==> src/rtl/piso_serializer_pkg.sv <==
// Shared definitions for the PISO serializer: FSM state encoding and the
// bit-counter width helper.
package piso_defs;

  typedef enum logic {
    ST_IDLE  = 1'b0,
    ST_SHIFT = 1'b1
  } state_e;

  // Counter must hold WIDTH-1; never narrower than one bit.
  function automatic int cnt_width(input int width);
    return (width > 2) ? $clog2(width) : 1;
  endfunction

endpackage

==> src/rtl/piso_serializer_bit_cnt.sv <==
// Down-counter with load, saturating decrement and synchronous clear.
// The zero flag marks the final bit of a word.
module bit_cnt #(
  parameter int W = 3
) (
  input  logic         clk,
  input  logic         clr,
  input  logic         load,
  input  logic [W-1:0] load_val,
  input  logic         dec,
  output logic         zero
);

  logic [W-1:0] cnt_q;
  logic [W-1:0] cnt_d;

  // Next count: load beats decrement; decrement stops at zero instead of wrapping.
  always_comb begin
    cnt_d = cnt_q;
    if (load) begin
      cnt_d = load_val;
    end else if (dec && (cnt_q != '0)) begin
      cnt_d = cnt_q - W'(1);
    end else begin
      cnt_d = cnt_q;
    end
  end

  // Counter register with synchronous clear.
  always_ff @(posedge clk) begin
    if (clr) begin
      cnt_q <= '0;
    end else begin
      cnt_q <= cnt_d;
    end
  end

  assign zero = (cnt_q == '0);

endmodule

==> src/rtl/piso_serializer.sv <==
// Parallel-in/serial-out serializer: one word in through LOAD/READY, one bit
// per clock out on a flop-driven SO, with gap-free reloads in the last bit.
module piso_serializer
  import piso_defs::*;
#(
  parameter int   WIDTH     = 8,
  parameter logic INIT_VAL  = 1'b0,
  parameter bit   MSB_FIRST = 1'b1
) (
  input  logic             C,
  input  logic             CLR,
  input  logic [WIDTH-1:0] DIN,
  input  logic             LOAD,
  output logic             READY,
  output logic             SO,
  output logic             BUSY,
  output logic             LAST
);

  localparam int            CW      = cnt_width(WIDTH);
  localparam logic [CW-1:0] CNT_MAX = CW'(WIDTH - 1);

  state_e           state_q, state_d;
  logic [WIDTH-1:0] shreg_q, shreg_d;
  logic             so_q, so_d;
  logic             cnt_zero;
  logic             cnt_load;
  logic             cnt_dec;
  logic             load_evt;

  function automatic logic head_bit(input logic [WIDTH-1:0] w);
    return MSB_FIRST ? w[WIDTH-1] : w[0];
  endfunction

  function automatic logic [WIDTH-1:0] shift_word(input logic [WIDTH-1:0] w);
    return MSB_FIRST ? (w << 1'b1) : (w >> 1'b1);
  endfunction

  // READY depends only on registered state, never on LOAD or DIN.
  assign BUSY     = (state_q == ST_SHIFT);
  assign LAST     = BUSY && cnt_zero;
  assign READY    = (state_q == ST_IDLE) || LAST;
  assign SO       = so_q;
  assign load_evt = LOAD && READY;

  // Next-state, shift-register and serial-bit selection.
  always_comb begin
    state_d  = state_q;
    shreg_d  = shreg_q;
    so_d     = so_q;
    cnt_load = 1'b0;
    cnt_dec  = 1'b0;
    case (state_q)
      ST_IDLE: begin
        if (load_evt) begin
          shreg_d  = shift_word(DIN);
          so_d     = head_bit(DIN);
          cnt_load = 1'b1;
          state_d  = ST_SHIFT;
        end else begin
          so_d = INIT_VAL;
        end
      end
      ST_SHIFT: begin
        if (!cnt_zero) begin
          so_d    = head_bit(shreg_q);
          shreg_d = shift_word(shreg_q);
          cnt_dec = 1'b1;
        end else if (load_evt) begin
          shreg_d  = shift_word(DIN);
          so_d     = head_bit(DIN);
          cnt_load = 1'b1;
        end else begin
          so_d    = INIT_VAL;
          state_d = ST_IDLE;
        end
      end
      default: begin
        so_d    = INIT_VAL;
        state_d = ST_IDLE;
      end
    endcase
  end

  // FSM, shift register and SO flop; CLR discards any in-flight word.
  always_ff @(posedge C) begin
    if (CLR) begin
      state_q <= ST_IDLE;
      shreg_q <= '0;
      so_q    <= INIT_VAL;
    end else begin
      state_q <= state_d;
      shreg_q <= shreg_d;
      so_q    <= so_d;
    end
  end

  bit_cnt #(
    .W(CW)
  ) u_bit_cnt (
    .clk      (C),
    .clr      (CLR),
    .load     (cnt_load),
    .load_val (CNT_MAX),
    .dec      (cnt_dec),
    .zero     (cnt_zero)
  );

endmodule

==> config.mk <==
export PLATFORM = sky130hd
export DESIGN_NAME = piso_serializer
export DESIGN_NICKNAME = d
export VERILOG_FILES = /design/src/rtl/piso_serializer_pkg.sv /design/src/rtl/piso_serializer_bit_cnt.sv /design/src/rtl/piso_serializer.sv
export SDC_FILE = /design/constraint.sdc
export NUM_CORES = 1
export LEC_CHECK = 0
export CAP_MARGIN = 20
export CORE_AREA = 2 2 39 41
export DETAILED_ROUTE_END_ITERATION = 8
export DIE_AREA = 0 0 41 43
export HOLD_SLACK_MARGIN = 0.1
export MAX_ROUTING_LAYER = met4
export PLACE_DENSITY_LB_ADDON = 0.05
export SLEW_MARGIN = 20
export SYNTH_ARGS = -nofsm -noshare
export SYNTH_HDL_FRONTEND = slang
export SYNTH_SLANG_ARGS = --single-unit
==> constraint.sdc <==
create_clock -name C -period 2.4 [get_ports C]
set_input_delay 0.72 -clock C [delete_from_list [all_inputs] [get_ports C]]
set_output_delay 0.72 -clock C [all_outputs]
set_load 0.005 [all_outputs]
==> results of run 1 <==
## registers in the layout, summed over array words and instances, names as in the netlist
| register | count |
|---|---|
| shreg_q | 8 |
| u_bit_cnt.cnt_q | 3 |
| BUSY | 1 |
| SO | 1 |
## how the worst max path moves through the flow
stage | start | end | cells past startpoint
after floorplan | u_bit_cnt.cnt_q[0] | LAST | 5
after global placement | u_bit_cnt.cnt_q[0] | READY | 5
after detailed placement | u_bit_cnt.cnt_q[0] | READY | 5
after CTS | u_bit_cnt.cnt_q[0] | READY | 5
after global routing | u_bit_cnt.cnt_q[0] | LAST | 5
final | u_bit_cnt.cnt_q[0] | READY | 5
## report_power, final
| group | total (mW) | switching (mW) | internal [mW] |
|---|---|---|---|
| clock | 0.134 | 0.0694 | 0.0645 |
| sequential | 0.247 | 0.0110 | 0.236 |
| combinational | 0.140 | 0.0624 | 0.0772 |
## kinds of logic after synthesis
| group | Yosys count | synth area share, % |
|---|---|---|
| compound gates | 15 | 19.56 |
| fa+ha+maj | 2 | 4.032 |
| buf+inv | 7 | 6.853 |
| flops | 13 | 41.94 |
| mux | 7 | 11.29 |
| simple gates | 19 | 16.33 |
## synthesized netlist by cell type
| master | n | area share (%) |
|---|---|---|
| nand2_4 | 1 | 1.8 |
| buf_2 | 1 | 0.81 |
| nand2b_1 | 2 | 2.0 |
| o21ai_2 | 1 | 1.4 |
| dfxtp_1 | 13 | 42 |
| nand2_1 | 2 | 1.2 |
| o311a_1 | 1 | 1.6 |
| a21oi_1 | 2 | 1.6 |
| and3_1 | 1 | 1.0 |
| inv_1 | 3 | 1.8 |
| and3b_1 | 1 | 1.4 |
| a221oi_1 | 7 | 9.9 |
| a31o_1 | 1 | 1.4 |
| nand2b_4 | 1 | 2.2 |
| clkbuf_1 | 1 | 0.60 |
| nor2_1 | 11 | 6.7 |
| mux2i_1 | 7 | 11 |
| a211oi_1 | 1 | 1.2 |
| a31oi_1 | 1 | 1.0 |
| a211o_1 | 1 | 1.4 |
| ha_1 | 2 | 4.0 |
| buf_6 | 2 | 3.6 |
## worst min-delay path, cell delays in order, from the launching register on
cell and delay, ns:
dfxtp_1 0.32, nand2b_1 0.08, o21ai_2 0.05
## cells in the final DEF (no fill, tap or decap), drive strengths merged, types with 2 or more instances in the layout
cell type,netlist,final
a21oi,2,2
a221oi,7,7
buf,3,7
clkbuf,1,4
clkdlybuf4s50,0,14
dfxtp,13,13
ha,2,2
inv,3,3
mux2i,7,7
nand2,3,3
nand2b,3,3
nor2,11,11
## through the flow
step | setup TNS [ns] | cell area, um^2 | total power [mW] | worst slack, ns
after CTS | 0 | 799.5 | 0.5015 | 0.004080
after detailed placement | 0 | 764.5 | 0.3648 | 0.2852
after global routing | -0.01008 | 849.6 | 0.5513 | -0.01008
after global placement | 0 | 764.5 | 0.3638 | 0.3085
after floorplan | 0 | 620.6 | 0.3279 | 0.7970
final | 0 | 849.6 | 0.5209 | 0.08075
## final cells by class
type,instances,area [um^2]
repair buffers,21,192.7
flip-flops and latches,13,260.3
clock buffers,4,26.28
inverters,3,11.26
multi-input cells,43,339.1
fillers,123,534.3
well taps,16,20.02
## per-layer routing
layer | wire length (um) | GRT usage (%)
met4 | 27 | 10.00
met5 | 0 | -
met1 | 617 | 22.95
met2 | 575 | 23.44
met3 | 53 | 4.712
## what timing repair did
item                                    in CTS  in global routing
gates cloned                                 0                  0
endpoints found under the setup margin       1                  2
resized for setup                            1                  2
pin swaps                                    0                  1
setup buffers                                0                  5
hold buffers                                 0                  0
==> results.py, run 1 <==
metrics = {
    "run_status": {
        "status": "finished, final reports clean",
    },
    "timing": {
        "min_period_ns": 2.319,
        "post-route-period-util_pct": 96.64,
        "fmax_ghz": 0.4312,
        "hold_ws_ns": 0.4934,
        "worst_pin_slew_ns": 0.4513,
        "hold_viol_final": 0,
        "skew_ns": 0.002980,
        "drv_slew": 0,
        "maxSlewHeadroom_pct": 69.82,
        "setup_viol": 0,
    },
    "critical_path": {
        "worst_setup_path_start_kind": "flop",
        "r2r_setup_slack_ns": 1.06,
        "path_buf_inv": 2,
        "crit_chain": "inv_1 -> ha_4 -> nand2b_4 -> nand2_8 -> clkdlybuf4s50_1",
        "r2r-start": "u_bit_cnt.cnt_q[0]",
        "critPathArrivalTime_ns": 1.60,
        "worst_ep_required_time_ns": 1.68,
        "cp_top_family": "buffers and inverters",
        "slowest_stage": "clkdlybuf4s50_1",
        "worstSetupPathType": "reg -> out",
        "cp_slowest_stage_delay_ns": 0.50,
        "endpoint_kind": "output pin",
        "worstPathMaxFanout": 10,
        "worst-r2r-cell-count": 6,
        "worstReg2RegEnd": "shreg_q[0]",
    },
    "die": {
        "die_w_um": 41,
        "start_util_pct": 44.85,
        "io_pins": 15,
        "fp.dieH_um": 43,
        "dieArea_um2": 1763,
        "core_um2": 1384,
        "rows": 14,
    },
    "power_and_ir_drop": {
        "p_leak_nw": 0.3590,
        "power_density_nw_per_um2": 613.1,
        "irDropWorstVdd_mv": 0.3459,
    },
    "clock_network": {
        "cts_root_buf": "clkbuf_4",
        "cts_buffer_depth": 2,
        "clock_sinks": 13,
        "htree_levels": 1,
        "insertion_delay_ns": 0.27,
        "cts_tree": "done",
        "cts_buffers": 3,
        "clkTransAtPathRegs_ns": 0.07,
    },
    "yosys": {
        "syn-mean-instance-area_um2": 9.851,
        "ys_seq_area_share_pct": 41.94,
        "syn-num-nets": 76,
        "netlist_area_um2": 620.6,
        "ys_warn_count": 0,
        "synth-seq-cells": 13,
        "syn_inst": 63,
        "ys_types": 22,
    },
    "placed_design": {
        "gp_congestion": 0.6714,
        "dp.cells": 91,
        "hpwlAfterDp_um": 802.8,
        "port_buffers": 14,
    },
    "route": {
        "drt_iter0_markers": 1,
        "wl_um": 1274,
        "drt_pass1_iterations": 2,
        "final_antenna_net_count": 0,
        "vias": 522,
        "viasPerCell": 5.220,
        "wl_per_cell_um": 12.74,
        "drc": 0,
    },
    "flow_run": {
        "drv_cap": 0,
    },
    "global_route": {
        "gr-total-overflow": 0,
        "grt_pass1_wl_um": 2021,
        "grt_pass1_vias": 473,
        "grtUsageTotal_pct": 17.49,
        "grt_max_degree": 15,
        "antenna_found_initial": 0,
    },
    "hold_path": {
        "hold_depth": 2,
        "min_from": "shreg_q[7]",
        "worstHoldPathType": "reg -> reg",
        "min_to": "SO",
    },
    "finish": {
        "antennaDiodeCount": 0,
        "nNetsFinal": 98,
        "layout.cells.non_filler": 100,
        "area_growth_pct": 36.90,
        "utilization_pct": 61.39,
        "drive_above_1_share_pct": 16.67,
    },
}
No activity file was read; power rests on OpenSTA's default activity.
==> run 2: changes to the inputs <==
--- a/config.mk
+++ b/config.mk
@@ -6,9 +6,10 @@
 export NUM_CORES = 1
 export LEC_CHECK = 0
 export CAP_MARGIN = 20
-export CORE_AREA = 2 2 39 41
+export CORE_AREA = 2 2 40 42
 export DETAILED_ROUTE_END_ITERATION = 8
-export DIE_AREA = 0 0 41 43
+export DIE_AREA = 0 0 42 44
+export GPL_ROUTABILITY_DRIVEN = 0
 export HOLD_SLACK_MARGIN = 0.1
 export MAX_ROUTING_LAYER = met4
 export PLACE_DENSITY_LB_ADDON = 0.05
==> constraint.sdc (replaced) <==
create_clock -name C -period 2.2 [get_ports C]
set_input_delay 0.66 -clock C [delete_from_list [all_inputs] [get_ports C]]
set_output_delay 0.66 -clock C [all_outputs]
set_load 0.005 [all_outputs]
==> run 2 against run 1 <==
First-iteration DRC count rose to 8.0 times the previous value. Clock power up 9%. Global-route usage down 1.9 points. Critical endpoint unchanged. Largest cell class unchanged. Highest routed layer unchanged.
==> results.py, run 2 (synthesis gave the netlist of run 1 again) <==
metrics = {
    "run_status": {
        "status": "finished, final reports clean",
    },
    "timing": {
        "finalSetupTns_ns": 0,
        "setup_viol": 0,
        "worst_pin_slew_ns": 0.4753,
        "maxSlewHeadroom_pct": 68.21,
        "skew_ns": 0.003106,
        "post-route-period-util_pct": 96.31,
        "hold_viol_final": 0,
        "fmax_ghz": 0.4720,
        "rsz0062_at_grt": "false",
        "min_period_ns": 2.119,
        "drv_slew": 0,
    },
    "clock_network": {
        "cts_hold_buf": 0,
        "insertion_delay_ns": 0.28,
        "clkTransAtPathRegs_ns": 0.08,
        "cts_buffers": 3,
        "cts_buffer_depth": 2,
        "clock_sinks": 13,
        "htree_levels": 1,
        "cts_tree": "done",
        "cts_root_buf": "clkbuf_4",
    },
    "power_and_ir_drop": {
        "p_leak_nw": 0.3627,
        "power_density_nw_per_um2": 672.2,
        "irDropWorstVdd_mv": 0.3470,
    },
    "finish": {
        "drive_above_1_share_pct": 16.05,
        "largestRegisters": "shreg_q x8, u_bit_cnt.cnt_q x3",
        "multiInputGateArea_um2": 330.3,
        "final-seq-area_um2": 260.3,
        "area_growth_pct": 32.26,
        "largest_reg_flops": 8,
        "fin_area_um2": 820.8,
        "n_fill_cell": 136,
        "nNetsFinal": 95,
        "top_register": "shreg_q",
        "final_cell_mix": "13 x dfxtp_1, 13 x clkdlybuf4s50_1, 11 x nor2_1",
        "antennaDiodeCount": 0,
    },
    "placed_design": {
        "port_buffers": 14,
        "placed_area_um2": 772.0,
        "hpwlAfterDp_um": 851.8,
    },
    "critical_path": {
        "worst_ep_required_time_ns": 1.54,
        "endpoint_kind": "output pin",
        "worstPathMaxFanout": 4,
        "r2r_setup_slack_ns": 0.88,
        "worst-r2r-cell-count": 6,
        "critPathArrivalTime_ns": 1.46,
        "r2r-start": "u_bit_cnt.cnt_q[1]",
        "worstReg2RegEnd": "shreg_q[0]",
        "worstSetupPathType": "reg -> out",
        "worst_setup_path_start_kind": "flop",
    },
    "global_route": {
        "grtUsageTotal_pct": 15.60,
        "grt_max_degree": 15,
        "gr-total-overflow": 0,
        "antenna_found_initial": 0,
        "grt_pass1_wl_um": 2035,
        "grt_pass1_vias": 477,
    },
    "die": {
        "die_w_um": 42,
        "io_pins": 15,
        "start_util_pct": 43.74,
        "core_um2": 1419,
        "rows": 14,
        "fp.dieH_um": 44,
        "dieArea_um2": 1848,
    },
    "flow_run": {
        "drv_cap": 0,
    },
    "route": {
        "drc": 0,
        "viasPerCell": 5.464,
        "drt_pass1_iterations": 4,
        "final_antenna_net_count": 0,
        "drt_iter0_markers": 8,
        "vias": 530,
        "wl_um": 1235,
        "wl_per_cell_um": 12.73,
    },
    "hold_path": {
        "min_to": "SO",
        "worstHoldPathType": "reg -> reg",
        "min_from": "shreg_q[7]",
        "hold_depth": 2,
    },
}
## run 2: changes by cell type in the layout (fill, tap and decap cells not counted), sizes merged
cell | previous run | this run
dlymetal6s2s | 0 | 1
clkdlybuf4s50 | 14 | 13
buf | 7 | 4
## run 2: what timing repair did
item | 4_1_cts | 5_1_grt
setup endpoints to repair | 2 | 1
resized for setup | 4 | 1
buffers inserted | 1 | 0
pin swaps | 1 | 0
gates cloned | 0 | 0
## run 2: per-stage QoR
| stage | util, % | total power [mW] | setup WS [ns] | hold slack (ns) | std cells |
|---|---|---|---|---|---|
| 2_1_floorplan | - | 0.3577 | 0.6570 | 0.4527 | 63 |
| 3_3_place_gp | 54.41 | 0.4003 | 0.2245 | 0.4807 | 92 |
| 3_5_place_dp | 54.41 | 0.4020 | 0.1899 | 0.4846 | 92 |
| 4_1_cts | 57.67 | 0.5616 | 0.03351 | 0.4979 | 97 |
| 5_1_grt | 57.85 | 0.5891 | 0.01483 | 0.5196 | 97 |
| 6_report | 57.85 | 0.5517 | 0.08125 | 0.4918 | 97 |
## run 2: layer usage
metal	part of all wire, %	vias up	global-route usage, %
met5	0	-	-
met4	1.1	0	5.806
met3	5.7	4	7.917
met2	49	9	25.62
met1	44	251	15.99
li1	-	266	-
## run 2: area by class of cell
cell class / count / share of cell area (%)
timing repair buffer: 18 / 21.04
inverter: 3 / 1.372
multi-input combinational: 43 / 40.24
clock buffer: 4 / 3.201
sequential: 13 / 31.71
tap: 16 / 2.439
## run 2: how the worst max path moves through the flow
stage                            start  endpoint  slack [ns]
floorplan           u_bit_cnt.cnt_q[0]      LAST        0.66
global route        u_bit_cnt.cnt_q[1]     READY        0.01
global placement    u_bit_cnt.cnt_q[0]      LAST        0.22
detailed placement  u_bit_cnt.cnt_q[0]      LAST        0.19
CTS                 u_bit_cnt.cnt_q[0]      LAST        0.03
finish              u_bit_cnt.cnt_q[1]     READY        0.08
## run 2: critical path: stages, from the launching register on
cell,delay [ns]
dfxtp_1,0.32
inv_2,0.08
ha_4,0.15
nand2b_4,0.07
nand2_4,0.07
clkdlybuf4s50_1,0.49
## run 2: power breakdown
group | internal [mW] | switching (mW)
Clock | 0.0704 | 0.0755
Sequential | 0.258 | 0.0121
Combinational | 0.0729 | 0.0629
